### config.mk
export PLATFORM = sky130hd
export DESIGN_NAME = shift_sequencer
export DESIGN_NICKNAME = d
export VERILOG_FILES = /design/src/rtl/shift_sequencer_pkg.sv /design/src/rtl/bit_reverse_32.sv /design/src/rtl/shift_sequencer.sv
export SDC_FILE = /design/constraint.sdc
export NUM_CORES = 1
export LEC_CHECK = 0
export CAP_MARGIN = 25
export CORE_MARGIN = 1.5
export CORE_UTILIZATION = 45
export CTS_CLUSTER_DIAMETER = 60
export DETAILED_ROUTE_END_ITERATION = 12
export PLACE_DENSITY = 0.71
export SLEW_MARGIN = 20
export SYNTH_ARGS = -nofsm -noshare
export SYNTH_HDL_FRONTEND = slang
export SYNTH_HIERARCHICAL = 1
export SYNTH_SLANG_ARGS = --single-unit
export TNS_END_PERCENT = 20
### constraint.sdc
create_clock -name clock -period 4.75 [get_ports clock]
set_input_delay 0.95 -clock clock [delete_from_list [all_inputs] [get_ports clock]]
set_output_delay 0.95 -clock clock [all_outputs]
set_load 0.02 [all_outputs]
### src/rtl/shift_sequencer_pkg.sv
// Shared definitions for the shift sequencer: widths, op encodings, FSM states.
// The rotate feature is selected with the SHIFT_SEQ_ROTATE_EN macro in shift_sequencer.sv.
package shift_sequencer_pkg;

   localparam int unsigned SHIFT_W = 32;
   localparam int unsigned AMT_W   = 5;

   typedef enum logic [1:0] {
      OpSll = 2'b00,
      OpSrl = 2'b01,
      OpSra = 2'b10,
      OpRol = 2'b11
   } op_e;

   typedef enum logic [1:0] {
      StIdle,
      StPass1,
      StPass2,
      StDone
   } state_e;

   // (32 - amt) truncated to 5 bits; only meaningful for amt != 0.
   function automatic logic [AMT_W-1:0] rol_back_amt(input logic [AMT_W-1:0] amt);
      logic [AMT_W:0] diff;
      diff = (AMT_W + 1)'(SHIFT_W) - {1'b0, amt};
      return diff[AMT_W-1:0];
   endfunction

endpackage

### src/rtl/bit_reverse_32.sv
// Purely combinational 32-bit bit reversal, used around the left shifter to
// turn right shifts into left shifts.
module bit_reverse_32
   import shift_sequencer_pkg::*;
(
   input  logic [SHIFT_W-1:0] data_i,
   output logic [SHIFT_W-1:0] data_o
);

   // Mirror bit i onto bit 31-i.
   always_comb begin
      data_o = '0;
      for (int i = 0; i < SHIFT_W; i++) begin
         data_o[i] = data_i[SHIFT_W-1-i];
      end
   end

endmodule

### src/rtl/shift_sequencer.sv
// Shared-shifter sequencer: arbitrates one 32-bit left barrel shifter between
// the execute stage (port 0) and the multdiv unit (port 1), performing SLL,
// SRL, SRA and optionally ROL in one or two passes.
// Macro SHIFT_SEQ_ROTATE_EN: when defined, op 11 is a true rotate-left; when
// undefined, op 11 runs as SLL in a single pass and reports rsp_err.
module shift_sequencer
   import shift_sequencer_pkg::*;
#(
   parameter logic RESET_LAST_GRANT = 1'b1
) (
   input  logic               clock,
   input  logic               reset,
   input  logic [1:0]         req_valid,
   output logic [1:0]         req_ready,
   input  logic [SHIFT_W-1:0] req_data_0,
   input  logic [SHIFT_W-1:0] req_data_1,
   input  logic [AMT_W-1:0]   req_amt_0,
   input  logic [AMT_W-1:0]   req_amt_1,
   input  logic [1:0]         req_op_0,
   input  logic [1:0]         req_op_1,
   output logic               rsp_valid,
   input  logic               rsp_ready,
   output logic               rsp_id,
   output logic [SHIFT_W-1:0] rsp_data,
   output logic               rsp_err
);

   state_e             state_q, state_d;
   logic               last_grant_q, last_grant_d;
   logic [SHIFT_W-1:0] data_q, data_d;
   logic [AMT_W-1:0]   amt_q, amt_d;
   op_e                op_q, op_d;
   logic               id_q, id_d;
   logic [SHIFT_W-1:0] result_q, result_d;
   logic               err_q, err_d;

   logic               grant;
   logic               accept;
   logic               need_pass2;
   logic [SHIFT_W-1:0] rev_data;
   logic [SHIFT_W-1:0] shift_in;
   logic [AMT_W-1:0]   shift_amt;
   logic [SHIFT_W-1:0] shift_out;
   logic [SHIFT_W-1:0] rev_out;

   bit_reverse_32 u_rev_data (
      .data_i (data_q),
      .data_o (rev_data)
   );

   bit_reverse_32 u_rev_out (
      .data_i (shift_out),
      .data_o (rev_out)
   );

   // Arbitration: a lone requester wins; a tie goes to the port not served last.
   always_comb begin
      case (req_valid)
         2'b01:   grant = 1'b0;
         2'b10:   grant = 1'b1;
         default: grant = ~last_grant_q;
      endcase
      accept = |(req_valid & req_ready);
   end

   // Select shifter input and amount for the current pass.
   always_comb begin
      shift_in  = data_q;
      shift_amt = amt_q;
      case (state_q)
         StPass1: begin
            if (op_q == OpSrl || op_q == OpSra) shift_in = rev_data;
         end
         StPass2: begin
            if (op_q == OpSra) shift_in = '1;
`ifdef SHIFT_SEQ_ROTATE_EN
            else begin
               shift_in  = rev_data;
               shift_amt = rol_back_amt(amt_q);
            end
`endif
         end
         default: ;
      endcase
   end

   // The single shared left barrel shifter.
   always_comb begin
      shift_out = shift_in << shift_amt;
   end

   // Decide after PASS1 whether a second pass is required.
   always_comb begin
      need_pass2 = 1'b0;
      if (op_q == OpSra) need_pass2 = data_q[SHIFT_W-1] && (amt_q != '0);
`ifdef SHIFT_SEQ_ROTATE_EN
      if (op_q == OpRol) need_pass2 = (amt_q != '0);
`endif
   end

   // FSM state register.
   always_ff @(posedge clock) begin
      if (reset) state_q <= StIdle;
      else       state_q <= state_d;
   end

   // FSM next-state logic.
   always_comb begin
      state_d = state_q;
      case (state_q)
         StIdle:  if (accept) state_d = StPass1;
         StPass1: state_d = need_pass2 ? StPass2 : StDone;
         StPass2: state_d = StDone;
         StDone:  if (rsp_ready) state_d = StIdle;
         default: state_d = StIdle;
      endcase
   end

   // FSM outputs: ready only in IDLE toward the granted port, valid only in DONE.
   always_comb begin
      req_ready = 2'b00;
      if (state_q == StIdle) req_ready[grant] = 1'b1;
      rsp_valid = (state_q == StDone);
   end

   // Datapath next-state: capture request on accept, build result per pass.
   always_comb begin
      last_grant_d = last_grant_q;
      data_d       = data_q;
      amt_d        = amt_q;
      op_d         = op_q;
      id_d         = id_q;
      result_d     = result_q;
      err_d        = err_q;
      case (state_q)
         StIdle: begin
            if (accept) begin
               data_d       = grant ? req_data_1 : req_data_0;
               amt_d        = grant ? req_amt_1 : req_amt_0;
               op_d         = op_e'(grant ? req_op_1 : req_op_0);
               id_d         = grant;
               last_grant_d = grant;
            end
         end
         StPass1: begin
            result_d = (op_q == OpSrl || op_q == OpSra) ? rev_out : shift_out;
`ifdef SHIFT_SEQ_ROTATE_EN
            err_d = 1'b0;
`else
            err_d = (op_q == OpRol);
`endif
         end
         StPass2: begin
            // SRA ORs in the sign fill; ROL ORs in the wrapped-around bits.
            result_d = (op_q == OpSra) ? (result_q | ~rev_out) : (result_q | rev_out);
         end
         default: ;
      endcase
   end

   // Datapath registers.
   always_ff @(posedge clock) begin
      if (reset) begin
         last_grant_q <= RESET_LAST_GRANT;
         data_q       <= '0;
         amt_q        <= '0;
         op_q         <= OpSll;
         id_q         <= 1'b0;
         result_q     <= '0;
         err_q        <= 1'b0;
      end else begin
         last_grant_q <= last_grant_d;
         data_q       <= data_d;
         amt_q        <= amt_d;
         op_q         <= op_d;
         id_q         <= id_d;
         result_q     <= result_d;
         err_q        <= err_d;
      end
   end

   assign rsp_id   = id_q;
   assign rsp_data = result_q;
   assign rsp_err  = err_q;

endmodule
==> flow_metrics.py <==
metrics = {
    "die": {
        "ios": 120,
        "start_util_pct": 46.1,
        "num_rows": 45,
        "die_w_um": 128,
        "die_area_mm2": 0.0163,
        "die_h_um": 128,
        "core_area_mm2": 0.0151,
    },
    "drt": {
        "drt-total-wl_um": 20500,
        "antenna_left": 0,
        "drt_pass1_iterations": 5,
        "wl_per_cell_um": 18.5,
        "drt_iter0_drc": 664,
        "drc": 0,
        "dr_total_vias": 6888,
        "viasPerCell": 6.24,
    },
    "global_routing": {
        "top_usage_layer": "met2",
        "globalRouteMet1Util_pct": 34.3,
        "grt_antenna_before_repair": 0,
        "grt_max_degree": 44,
        "grt_pass1_wl_um": 32800,
        "grt.total_usage_pct": 25.4,
        "overflow": 0,
        "globalRouteMet3Util_pct": 6.32,
        "grt_pass1_vias": 6297,
        "grtUsageMet2_pct": 39.0,
    },
    "clocking": {
        "cts_hold_buf": 0,
        "cts.clk_slew.worst_paths_ps": 60,
        "cts_root_buf": "clkbuf_16",
        "cts_resized": 0,
        "cts_buffer_depth": 2,
        "postCtsSetupRepairBufs": 0,
        "cts_sinks": 76,
        "h-tree-depth": 3,
        "numCtsBuffers": 9,
        "cts_tree": "built",
        "clk_latency_ps": 360,
    },
    "timing": {
        "final_max_slew_viol_count": 0,
        "fin_tns_setup_ps": 0,
        "finalClockSkew_ps": 9.26,
        "tightest_slew_ps": 831,
        "hold_violations": 0,
        "setup_viol": 0,
        "grt_setup_unrepaired": "false",
        "max_slew_margin_pct": 44.6,
        "fin_crit_sh_pct": 86.9,
        "timing.final.ws_setup_ps": 621,
        "fmax_mhz": 242,
        "finalCriticalPeriod_ps": 4130,
    },
    "setup_path": {
        "critical_path_buf_inv_count": 1,
        "worstSetupEndpointType": "flip-flop",
        "cpMostUsedCell": "a21oi_1",
        "worstPathArrival_ps": 4390,
        "cpPeakStageDelay_ps": 710,
        "slowest_stage": "and3b_1",
        "cpLargestDelayFamily": "compound AO/OA/AOI/OAI gates",
        "cp_data_required_time_ps": 5010,
        "worstPathCellList": "inv_1 -> ha_2 -> and3b_1 -> a21oi_1 -> and2_1 -> mux4_2 -> a22o_1 -> a2111oi_0 -> o21bai_1 -> xnor2_1 -> a21oi_1 -> nor2_1 -> a211oi_1",
        "rr_startpoint": "op_q[0]",
        "crit_type": "flip-flop to flip-flop",
        "crit_path_start": "op_q[0]",
        "worst-path-max-fanout": 20,
        "start_kind": "flip-flop",
    },
    "status": {
        "status": "finished clean",
    },
    "synthesis": {
        "yosys_warnings": 6,
        "synth_edf_count": 0,
        "syn_inst": 902,
        "synth-seq-cells": 76,
        "synth.avg_cell_area_um2": 7.73,
        "synth_seq_area_share_pct": 21.8,
        "synthFlopType": "dfxtp_1",
        "synth_cell_types": 70,
        "synthesis.area_mm2": 0.00698,
        "synth-async-reset-ratio_pct": 0,
        "syn-num-nets": 993,
    },
    "hold_path": {
        "hold_class": "flip-flop to flip-flop",
        "hold_start": "rsp_data[12]",
    },
    "power": {
        "seqPwrFrac_pct": 16.1,
        "switchingPower_mw": 3.37,
        "powerDensity_mw_per_mm2": 811,
        "power_frac_clock_pct": 11.4,
        "switching_share_pct": 51.5,
        "peakVddDrop_v": 0.000280,
        "intPower_mw": 3.17,
        "p_leak_nw": 3.23,
        "power_frac_comb_pct": 72.5,
    },
    "place": {
        "detailedPlace.worstSlack_ps": 670,
        "port_buffers": 119,
        "place_congestion": 0.974,
        "dp_hpwl_um": 15100,
    },
    "finish": {
        "diodes": 0,
        "post-route-util_pct": 53.3,
        "area_delta_synth_final_pct": 15.7,
        "drive_gt1_share_pct": 7.43,
        "nets": 1001,
        "mostFrequentLayoutCells": "clkdlybuf4s50_1 (118), nor2_1 (101), dfxtp_1 (76)",
        "mostFrequentLayoutCell": "clkdlybuf4s50_1",
        "n_fill_cell": 1462,
    },
    "job": {
        "maxCapViolCount": 0,
    },
}
## cells in the mapped netlist (5+ instances only)
master / instances / share of area, %
mux2_2: 6 / 0.97
a22o_1: 7 / 0.88
inv_1: 14 / 0.75
o221ai_1: 5 / 0.63
nor3_1: 17 / 1.2
mux4_2: 6 / 1.9
o31a_1: 10 / 1.3
ha_1: 8 / 1.4
nand2_1: 62 / 3.3
o21a_1: 6 / 0.65
buf_1: 18 / 0.97
clkbuf_1: 46 / 2.5
a221oi_1: 6 / 0.75
buf_2: 8 / 0.57
buf_4: 65 / 7.0
a31oi_1: 13 / 1.2
buf_6: 8 / 1.3
o22ai_1: 12 / 1.1
o21ai_0: 21 / 1.5
nor2_1: 102 / 5.5
a21oi_1: 68 / 4.9
nand4_1: 5 / 0.45
a22oi_1: 16 / 1.7
xnor2_1: 24 / 3.0
nand3_1: 24 / 1.7
a32oi_1: 12 / 1.5
and2_1: 21 / 1.9
o21ai_1: 7 / 0.50
xor2_1: 8 / 1.0
mux2i_1: 63 / 9.0
dfxtp_1: 76 / 22
a211oi_1: 65 / 7.0
## registers in the layout (all words and copies together), names as in the netlist
name and cells:
rsp_err 1, last_grant_q 1, op_q 2, data_q 32, amt_q 5, rsp_data 32, state_q 2, rsp_id 1
## path summary, 6_finish.rpt
check                  to  slack [ps]  cells past startpoint
min          rsp_data[12]         490                      2
min reg2reg  rsp_data[12]         490                      2
max           rsp_data[0]         620                     13
max reg2reg   rsp_data[0]         620                     13
## kinds of logic (layout without fill, tap and decap cells)
logic type,Yosys count,in the layout,synth area share [%]
compound gates,296,296,30.9
simple gates,254,254,16.6
buf+inv,160,173,13.1
mux,76,76,12.1
flops,76,76,21.8
xor+xnor,32,32,4.02
fa+ha+maj,8,8,1.44
## layout make-up
cell class / count / area [µm²] / area share (%)
multi-input cells: 666 / 4570 / 56.6
well taps: 188 / 235 / 2.92
clock buffers: 11 / 243 / 3.01
inverters: 15 / 56.3 / 0.698
clock inverters: 5 / 75.1 / 0.930
repair buffers: 142 / 1370 / 17.0
flip-flops and latches: 76 / 1520 / 18.9
## per-stage QoR
stage	instance area (µm²)	total power, mW	hold WS [ps]	instances
final	8070	6.54	487	1103
after global routing	8070	7.00	520	1103
after CTS	8060	6.44	490	1102
after detailed placement	7740	5.68	482	1086
after global placement	7740	5.65	479	1086
after floorplan	6980	4.92	488	902
## power groups by stage
stage | logic, mW | clock network (mW) | registers (mW)
4_1_cts | 4.63 | 0.757 | 1.05
3_3_place_gp | 4.58 | 0 | 1.06
3_5_place_dp | 4.61 | 0 | 1.07
6_report | 4.74 | 0.745 | 1.05
5_1_grt | 5.15 | 0.773 | 1.08
2_1_floorplan | 3.84 | 0 | 1.09
## metal layers
layer	up-vias	routed length [µm]
met1	3185	8950
met3	38	1870
li1	3311	-
met5	-	0
met4	0	483
met2	354	9160
## worst reg2reg max path, cell delays in order (launching register included)
cell and delay (ps):
dfxtp_1 350, inv_1 50, ha_2 430, and3b_1 710, a21oi_1 250, and2_1 220, mux4_2 510, a22o_1 210
a2111oi_0 550, o21bai_1 260, xnor2_1 100, a21oi_1 160, nor2_1 60, a211oi_1 190
Note: power is estimated with default switching activity, not from simulation.
